File: config.mk
export PLATFORM = sky130hd
export DESIGN_NAME = handshake_monitor_flat
export DESIGN_NICKNAME = d
export VERILOG_FILES = /design/src/rtl/handshake_monitor_if.sv /design/src/rtl/handshake_monitor.sv /design/src/flat_wrapper.sv
export SDC_FILE = /design/constraint.sdc
export NUM_CORES = 1
export LEC_CHECK = 0
export ABC_AREA = 1
export CORE_MARGIN = 5
export CORE_UTILIZATION = 49
export DETAILED_ROUTE_END_ITERATION = 10
export GPL_ROUTABILITY_DRIVEN = 0
export PLACE_DENSITY = 0.72
export SLEW_MARGIN = 20
export SYNTH_ARGS = -nofsm -noshare
export SYNTH_HDL_FRONTEND = slang
export SYNTH_SLANG_ARGS = --single-unit
File: constraint.sdc
create_clock -name CLK -period 6.7 [get_ports CLK]
set_input_delay 1.005 -clock CLK [delete_from_list [all_inputs] [get_ports CLK]]
set_output_delay 1.005 -clock CLK [all_outputs]
set_load 0.02 [all_outputs]
File: src/rtl/handshake_monitor_if.sv
// handshake_monitor_if: monitored valid/ready/data bundle plus the monitor's counters and sticky error flags
interface handshake_monitor_if #(
   parameter int N_CH   = 3,
   parameter int DATA_W = 4,
   parameter int CNT_W  = 16
);
   logic                     clear;
   logic [N_CH-1:0]          valid;
   logic [N_CH-1:0]          ready;
   logic [N_CH*DATA_W-1:0]   data;
   logic [N_CH*CNT_W-1:0]    xfer_count;
   logic [N_CH-1:0]          err_drop;
   logic [N_CH-1:0]          err_change;
   logic [N_CH-1:0]          err_timeout;
   logic                     err_any;
   modport master (
      output clear, valid, ready, data,
      input  xfer_count, err_drop, err_change, err_timeout, err_any
   );
   modport slave (
      input  clear, valid, ready, data,
      output xfer_count, err_drop, err_change, err_timeout, err_any
   );
endinterface

File: src/rtl/handshake_monitor.sv
// handshake_monitor: per-channel valid/ready protocol checker with transfer counters and sticky error flags.
// Define HANDSHAKE_MONITOR_ASSERT_EN to compile per-channel concurrent assertions for drop/change/timeout.
module handshake_monitor #(
   parameter int N_CH      = 3,
   parameter int DATA_W    = 4,
   parameter int CNT_W     = 16,
   parameter int STALL_MAX = 16
) (
   input logic                CLK,
   input logic                RESET,
   handshake_monitor_if.slave mon
);
   typedef enum logic {IDLE, STALL} state_t;
   localparam logic [CNT_W-1:0] STALL_LIM = CNT_W'(STALL_MAX);
   localparam logic [CNT_W-1:0] CNT_MAX   = '1;
   state_t            state_q [N_CH];
   state_t            state_d [N_CH];
   logic [DATA_W-1:0] cap_q   [N_CH];
   logic [DATA_W-1:0] cap_d   [N_CH];
   logic [CNT_W-1:0]  stall_q [N_CH];
   logic [CNT_W-1:0]  stall_d [N_CH];
   logic [CNT_W-1:0]  cnt_q   [N_CH];
   logic [CNT_W-1:0]  cnt_d   [N_CH];
   logic [N_CH-1:0]   drop_q, drop_d, change_q, change_d, timeout_q, timeout_d;
   logic              any_q, any_d;
   logic [N_CH-1:0]   xfer, stall, stalled, drop_ev, change_ev, timeout_ev;
   logic [CNT_W-1:0]  stall_base [N_CH];
   logic [CNT_W-1:0]  cnt_base   [N_CH];
   // clear acts as a zero base, so an event in the same cycle still sets/increments
   always_comb begin
      for (int i = 0; i < N_CH; i++) begin
         xfer[i]       = mon.valid[i] & mon.ready[i];
         stall[i]      = mon.valid[i] & ~mon.ready[i];
         stalled[i]    = state_q[i] == STALL;
         drop_ev[i]    = stalled[i] & ~mon.valid[i];
         change_ev[i]  = stalled[i] & mon.valid[i] & (mon.data[i*DATA_W +: DATA_W] != cap_q[i]);
         stall_base[i] = mon.clear ? '0 : stall_q[i];
         cnt_base[i]   = mon.clear ? '0 : cnt_q[i];
         stall_d[i]    = !stall[i] ? '0 : (stall_base[i] >= STALL_LIM ? STALL_LIM : stall_base[i] + CNT_W'(1));
         timeout_ev[i] = stall_d[i] == STALL_LIM;
         cnt_d[i]      = (xfer[i] && cnt_base[i] != CNT_MAX) ? cnt_base[i] + CNT_W'(1) : cnt_base[i];
         state_d[i]    = stall[i] ? STALL : IDLE;
         cap_d[i]      = (stall[i] && (!stalled[i] || mon.clear)) ? mon.data[i*DATA_W +: DATA_W] : cap_q[i];
      end
      drop_d    = (mon.clear ? '0 : drop_q) | drop_ev;
      change_d  = (mon.clear ? '0 : change_q) | change_ev;
      timeout_d = (mon.clear ? '0 : timeout_q) | timeout_ev;
      any_d     = |{drop_d, change_d, timeout_d};
   end
   always_ff @(posedge CLK) begin
      if (RESET) begin
         for (int i = 0; i < N_CH; i++) begin
            state_q[i] <= IDLE;
            cap_q[i]   <= '0;
            stall_q[i] <= '0;
            cnt_q[i]   <= '0;
         end
         drop_q    <= '0;
         change_q  <= '0;
         timeout_q <= '0;
         any_q     <= 1'b0;
      end else begin
         for (int i = 0; i < N_CH; i++) begin
            state_q[i] <= state_d[i];
            cap_q[i]   <= cap_d[i];
            stall_q[i] <= stall_d[i];
            cnt_q[i]   <= cnt_d[i];
         end
         drop_q    <= drop_d;
         change_q  <= change_d;
         timeout_q <= timeout_d;
         any_q     <= any_d;
      end
   end
   always_comb begin
      for (int i = 0; i < N_CH; i++) mon.xfer_count[i*CNT_W +: CNT_W] = cnt_q[i];
   end
   assign mon.err_drop    = drop_q;
   assign mon.err_change  = change_q;
   assign mon.err_timeout = timeout_q;
   assign mon.err_any     = any_q;
`ifdef HANDSHAKE_MONITOR_ASSERT_EN
   for (genvar g = 0; g < N_CH; g++) begin : g_chk
      a_drop: assert property (@(posedge CLK) disable iff (RESET) !drop_ev[g])
         else $error("handshake_monitor: valid dropped while stalled on channel %0d", g);
      a_change: assert property (@(posedge CLK) disable iff (RESET) !change_ev[g])
         else $error("handshake_monitor: payload changed while stalled on channel %0d", g);
      a_timeout: assert property (@(posedge CLK) disable iff (RESET) !timeout_ev[g])
         else $error("handshake_monitor: stall timeout on channel %0d", g);
   end
`else
`endif
endmodule

File: src/flat_wrapper.sv
// flat-port wrapper written by rule: the top's interface ports become plain ports
module handshake_monitor_flat 
#(
   parameter int N_CH      = 3,
   parameter int DATA_W    = 4,
   parameter int CNT_W     = 16,
   parameter int STALL_MAX = 16
)
  (CLK, RESET, mon_clear, mon_valid, mon_ready, mon_data, mon_xfer_count, mon_err_drop, mon_err_change, mon_err_timeout, mon_err_any);
  handshake_monitor_if #(.N_CH(N_CH), .DATA_W(DATA_W), .CNT_W(CNT_W)) mon_i ();
  input logic CLK;
  input logic RESET;
  input wire logic [$bits(mon_i.clear)-1:0] mon_clear;
  input wire logic [$bits(mon_i.valid)-1:0] mon_valid;
  input wire logic [$bits(mon_i.ready)-1:0] mon_ready;
  input wire logic [$bits(mon_i.data)-1:0] mon_data;
  output wire logic [$bits(mon_i.xfer_count)-1:0] mon_xfer_count;
  output wire logic [$bits(mon_i.err_drop)-1:0] mon_err_drop;
  output wire logic [$bits(mon_i.err_change)-1:0] mon_err_change;
  output wire logic [$bits(mon_i.err_timeout)-1:0] mon_err_timeout;
  output wire logic [$bits(mon_i.err_any)-1:0] mon_err_any;
  assign mon_i.clear = mon_clear;
  assign mon_i.valid = mon_valid;
  assign mon_i.ready = mon_ready;
  assign mon_i.data = mon_data;
  assign mon_xfer_count = mon_i.xfer_count;
  assign mon_err_drop = mon_i.err_drop;
  assign mon_err_change = mon_i.err_change;
  assign mon_err_timeout = mon_i.err_timeout;
  assign mon_err_any = mon_i.err_any;
  handshake_monitor #(.N_CH(N_CH), .DATA_W(DATA_W), .CNT_W(CNT_W), .STALL_MAX(STALL_MAX)) u_core (.CLK(CLK), .RESET(RESET), .mon(mon_i));
endmodule
==> results by group, run 1 <==
Layout
  • # fillers: between 1,000 and 1,500
  • Ant. Diodes: 0
  • Share of layout cells above drive strength 1: roughly 8.3%
  • Fin area: about 7500 um2
  • Layout Area Growth over Synthesis: 26.5%
  • Multi-input gate area: slightly below 3000 um2
  • Final nets: a little under 1,000
  • Sequential cell area: ~2400 um2

Setup path
  • Register-to-register setup slack: ~4.4 ns
  • Slowest-stage cell, CP: buf_2
  • Crit path max fanout: 54
  • Most used cell, CP: nand3_1
  • CP Data Required Time: between 7 and 8 ns
  • Crit Path Class: in2reg
  • Crit end category: flop
  • CP peak stage delay: ~0.55 ns
  • Chain of cells forming the critical path: buf_2 -> buf_4 -> inv_4 -> nand2_1 -> inv_1 -> nand3_1 -> nor2_1 -> nand3_1 -> nand3_4 -> inv_2 -> nand3_1 -> and3_1
  • Data arrival, critical path: ~3.7 ns
  • Startpoint type of the worst setup path: input pin

Floorplan
  • # rows: 40
  • Ports: between 70 and 80
  • Core area: between 10,000 and 15,000 um2
  • Die ar.: 14,500 um2
  • Initial Util: 49.9%
  • Die Wd: ~120 um
  • Die H: around 120 um

CTS
  • TritonCTS clock tree: done
  • CTS clk-pin slew, worst paths: roughly 0.060 ns
  • CTS Root Cell: clkbuf_16
  • Hold buffer count at cts: 0
  • Post-cts sizing count: 0
  • Num CTS Buffers: 17
  • H-tree depth: 4
  • Max clock buf depth: 2
  • Number of setup buffers added after CTS: 0
  • Clk sink count: between 100 and 150
  • Worst-skew pair later-pin latency: around 0.41 ns

STA
  • Max frequency: between 200 and 300 MHz
  • Skew final: a little over 0.007 ns
  • Final Hold Vio Count: 0
  • Final min period: 3.34 ns
  • Slew Viols, Final: 0
  • RSZ-0062 raised after global routing: no
  • Final Setup Violations: 0
  • Worst setup margin: 3.36 ns
  • Setup TNS: 0 ns
  • Relative slew margins: 38.2%
  • Worst-margin pin slew: just over 0.9 ns
  • Final worst-path cycle share: 49.8%

Synth
  • Syn Area/Cell: roughly 7.0 um2
  • Cell variety after synth: between 40 and 50
  • Synth async-reset ratio: 0%
  • Primary FF master, synth: dfxtp_1
  • Yosys warns: 0
  • Post-Syn Instances: between 800 and 900
  • EDFF count, synth: 0
  • Seq/Total Area, Yosys: around 41%
  • Yosys reg bits: between 100 and 150
  • Synthesized area: 5970 um2

GRT
  • Vias in the first global route: between 5,000 and 6,000
  • Grt ovf: 0
  • Initial antenna violation count: 0
  • Tot GR Track Use: a little under a fifth
  • First-pass GRT wire length: about 23,000 um
  • Largest net degree at the start of global routing: between 50 and 60

Route
  • Avg WL per Cell: roughly 12 um
  • Vias/cell: 4.77
  • DRC Markers: 0
  • Initial DRC count: ~290
  • Vias: ~5,300
  • First-pass DRT Iterations: 5
  • Final ANT Viol Nets: 0
  • Total routed wirelength: 13,300 um

Worst hold path
  • Hold crit path type: reg2reg

Run
  • Maxcap violations: 0

Power and ir drop
  • Max VDD drop: 0.000166 V
  • Leak Pwr: between 3 and 4 nW
  • Power Density: roughly 260 nW/um2

Placed design
  • DP HPWL: a little over 9000 um
  • Port-buffer cells: a little under 80
  • Worst slack, placed: between 2 and 3 ns
  • DP Area: around 6800 um2

Run status
  • Outcome: finished clean
-- power by group --
group,switching (mW),total (mW),internal (mW)
combinational,0.0720,0.112,0.0396
clock,0.325,1.08,0.754
sequential,0.00946,0.752,0.742
total,0.407,1.94,1.54
-- per-stage QoR --
stage                     util (%)  total power [mW]  std cells  hold WS, ns
final                         63.1              1.94       1110        0.485
after floorplan                  -             0.846        879        0.474
after CTS                     63.1              1.96       1110        0.488
after detailed placement      57.2             0.878       1078        0.480
after global placement        57.2             0.877       1078        0.480
after global routing          63.1              2.01       1110        0.516
-- sequential cells by signal, indices dropped and copies added (netlist names) --
register                flops
u_core.mon.err_timeout      3
u_core.cap_q               12
u_core.mon.err_change       3
u_core.state_q              3
u_core.cnt_q               48
u_core.mon.err_drop         3
u_core.stall_q             48
u_core.mon.err_any          1
-- worst max-delay path, delay by kind of cell --
family | cells | cell delay [ns]
buf+inv | 5 | 1.62
simple gates | 7 | 0.99
-- Yosys cell counts, types with 7 or more instances --
master | number | area [um2]
o21ai_0 | 47 | 235
dfxtp_1 | 121 | 2420
a21oi_1 | 56 | 280
nor2_2 | 18 | 113
nor2_1 | 107 | 402
nor4_1 | 7 | 43.8
nor3_1 | 13 | 65.1
nand2_1 | 194 | 728
nand3_1 | 38 | 190
clkbuf_1 | 11 | 41.3
nand4_1 | 12 | 75.1
xnor2_1 | 20 | 175
inv_1 | 120 | 450
buf_6 | 9 | 101
xor2_1 | 19 | 166
-- cells by family after synthesis --
| family | synth area share, % |
|---|---|
| AND/OR/NAND/NOR | 31.0 |
| buffers and inverters | 11.4 |
| flip-flops | 40.6 |
| AO/OA/AOI/OAI | 9.98 |
| XOR/XNOR | 5.72 |
| adder cells (fa/ha/maj) | 1.26 |
| other | 0.0628 |
-- area by class of cell --
| class | count | area share [%] |
|---|---|---|
| timing repair buffer | 80 | 10.4 |
| tap | 147 | 2.44 |
| clock inverter | 12 | 3.23 |
| sequential | 121 | 32.1 |
| clock buffer | 20 | 6.05 |
| inverter | 125 | 6.25 |
| multi-input combinational | 605 | 39.5 |
-- final timing paths --
kind                            cells past startpoint                endpoint                    from
worst max-delay path                               12      u_core.cnt_q[0][4]               mon_clear
worst min-delay path                                2  u_core.mon.err_drop[1]  u_core.mon.err_drop[1]
worst max register to register                     10     u_core.cnt_q[0][32]     u_core.cnt_q[0][32]
worst min register to register                      2  u_core.mon.err_drop[1]  u_core.mon.err_drop[1]
-- cells in the final DEF, fill, tap and decap left out, types with 2 or more instances in the layout --
cell               n
xnor2_1           20
xor2_1            19
and2_1             2
a21boi_0           3
inv_1            120
a21oi_1           56
clkbuf_16         17
ha_1               6
nor4_1             7
nor3b_2            3
nor2_4             3
nor2_2            18
clkdlybuf4s50_1   76
nor3_2             4
conb_1            33
nor3_1            13
nor2_1           107
buf_2              2
a21oi_2            3
clkinvlp_4         2
o22ai_1            2
o21ai_0           47
buf_4              2
bufinv_16          7
clkbuf_8           2
nand3_1           38
nand4_1           12
nand2_2            5
nand2_1          194
inv_2              4
clkinv_2           2
dfxtp_1          121
-- per-layer routing --
layer | up-vias | share of wire (%) | track usage (%)
met2 | 110 | 47 | 31.5
met5 | - | 0 | 0
met4 | 0 | 1.6 | 7.51
met3 | 17 | 4.1 | 4.58
li1 | 2829 | - | -
met1 | 2344 | 48 | 24.1
(Power assumes the default switching activity.)
==> inputs of run 2 (changes only) <==
- PLACE_DENSITY: 0.72 -> 0.75
- clock period: 6.7 -> 2.75 ns (I/O delays scaled with it)
==> run 2 against run 1 <==
Net effect: clock skew up 0.0011 ns; largest power group unchanged; non-clock buffer count rose by 8; cell count rose by 0.63%.
==> results by group, run 2 (same netlist as run 1, synthesis figures left out) <==
Setup path
  • Reg-to-Reg Start: u_core.cnt_q[0][32]
  • Startpoint type of the worst setup path: flop
  • Crit path to: u_core.cnt_q[0][32]
  • Worst reg2reg path depth: 10
  • Most used cell, CP: inv_1
  • Worst setup startpoint: u_core.cnt_q[0][32]
  • CP peak stage delay: 0.32 ns
  • Crit path max fanout: 15
  • Crit Path Class: reg2reg
  • CP Data Required Time: a little over 3 ns
  • Chain of cells forming the critical path: inv_1 -> nor2_1 -> ha_1 -> inv_1 -> nor3_2 -> nand4_1 -> nand2_2 -> inv_2 -> o21ai_0 -> a21oi_1
  • RR Endpoint: u_core.cnt_q[0][32]
  • Slowest-stage cell, CP: dfxtp_1
  • Register-to-register setup slack: ~0.65 ns
  • Data arrival, critical path: between 2 and 2.5 ns
  • Crit end category: flop

Layout
  • Ant. Diodes: 0
  • Sequential cell area: roughly 2400 um2
  • # fillers: 1,086
  • Share of layout cells above drive strength 1: under 10%
  • Layout Area Growth over Synthesis: 26.1%
  • Largest regs: u_core.cnt_q x48, u_core.stall_q x48, u_core.cap_q x12
  • Most common cell after layout, fill and taps aside: nand2_1
  • Multi-input gate area: 2980 um2
  • Final nets: just under 1,000
  • Commonest cells after routing, fill and taps aside: nand2_1, dfxtp_1, inv_1

Route
  • Avg WL per Cell: approximately 12 um
  • First-pass DRT Iterations: 5
  • Vias: 5,518
  • Vias/cell: between 4 and 5
  • Total routed wirelength: 13,800 um
  • Final ANT Viol Nets: 0
  • DRC Markers: 0
  • Initial DRC count: about 400

STA
  • RSZ-0062 raised after global routing: no
  • Relative slew margins: a little over a third
  • Final min period: about 2.1 ns
  • Final worst-path cycle share: 76.5%
  • Slew Viols, Final: 0
  • Final Hold Vio Count: 0
  • Max frequency: around 480 MHz
  • Skew final: between 0.008 and 0.009 ns
  • Setup TNS: 0 ns
  • Worst-margin pin slew: approximately 0.96 ns
  • Final Setup Violations: 0

CTS
  • Hold buffer count at cts: 0
  • TritonCTS clock tree: done
  • CTS clk-pin slew, worst paths: around 0.060 ns
  • Post-cts sizing count: 0
  • Number of setup buffers added after CTS: 0
  • Max clock buf depth: 2
  • Num CTS Buffers: 17
  • Worst-skew pair later-pin latency: roughly 0.42 ns
  • CTS Root Cell: clkbuf_16
  • Clk sink count: 121
  • H-tree depth: 4

GRT
  • First-pass GRT wire length: 23,900 um
  • Grt ovf: 0
  • Initial antenna violation count: 0
  • Largest net degree at the start of global routing: about 40
  • Vias in the first global route: approximately 5,300
  • Tot GR Track Use: 20.3%

Floorplan
  • Die Wd: about 120 um
  • Core area: 12,000 um2
  • Ports: 79
  • # rows: 40
  • Die H: 120 um
  • Die ar.: ~14,000 um2
  • Initial Util: approximately half

Placed design
  • DP HPWL: approximately 10000 um
  • Port-buffer cells: ~80

Worst hold path
  • Hold crit path type: in2reg

Run status
  • Outcome: finished clean

Power and ir drop
  • Power Density: slightly below 600 nW/um2
  • Leak Pwr: around 3.0 nW
  • Max VDD drop: 0.000586 V
  • Design Power: 4.38 mW

Run
  • Maxcap violations: 0
[run 2: changes by cell type in the layout (fill, tap and decap cells not counted), sizes merged]
cell and change:
inv +3, bufinv -4, clkbuf -2, clkinvlp +2
buf +8
[run 2: stage by stage]
stage	util, %	area [um2]	std cells	hold slack, ns	worst slack (ns)
finish	62.9	7530	1117	0.455	0.646
global route	62.9	7530	1117	0.465	0.439
global placement	57.8	6920	1086	0.488	0.333
floorplan	-	6090	879	0.474	0.373
CTS	62.9	7530	1117	0.430	0.687
detailed placement	57.8	6920	1086	0.494	0.311
[run 2: how the worst min path moves through the flow]
stage	startpoint	to	slack, ns	cells after the start
final	RESET	u_core.mon.err_change[2]	0.46	2
after global routing	RESET	u_core.mon.err_change[2]	0.47	2
after CTS	RESET	u_core.mon.err_change[2]	0.43	2
after detailed placement	u_core.mon.err_timeout[1]	u_core.mon.err_timeout[1]	0.49	2
after global placement	u_core.mon.err_drop[0]	u_core.mon.err_drop[0]	0.49	2
after floorplan	u_core.state_q[0][1]	u_core.mon.err_drop[1]	0.47	2
[run 2: worst max-delay path: cells and delay by family, from the launching register on]
kind                     cells  cell delay [ns]
flip-flops                   1             0.32
buffers and inverters        3             0.31
AND/OR/NAND/NOR              4             0.81
adder cells (fa/ha/maj)      1             0.28
AO/OA/AOI/OAI                2             0.26
[run 2: report_power, final]
| part | leakage, nW | switching, mW | internal (mW) |
|---|---|---|---|
| clock network | 0.285 | 0.811 | 1.45 |
| logic | 1.77 | 0.181 | 0.105 |
| registers | 0.993 | 0.0231 | 1.81 |
| total | 3.05 | 1.02 | 3.36 |
[run 2: metal layers]
metal | vias up | global-route usage (%) | routed length (um)
li1 | 2836 | - | -
met1 | 2510 | 24.8 | 6170
met2 | 145 | 33.8 | 6650
met3 | 27 | 5.38 | 660
met4 | 0 | 8.64 | 276
met5 | - | 0 | 0
[run 2: area by class of cell]
type	count	area share, %
Clock inverter	13	2.24
Tap cell	147	2.44
Clock buffer	18	5.83
Multi-Input combinational cell	605	39.6
Timing Repair Buffer	88	11.4
Inverter	125	6.27
Sequential cell	121	32.2
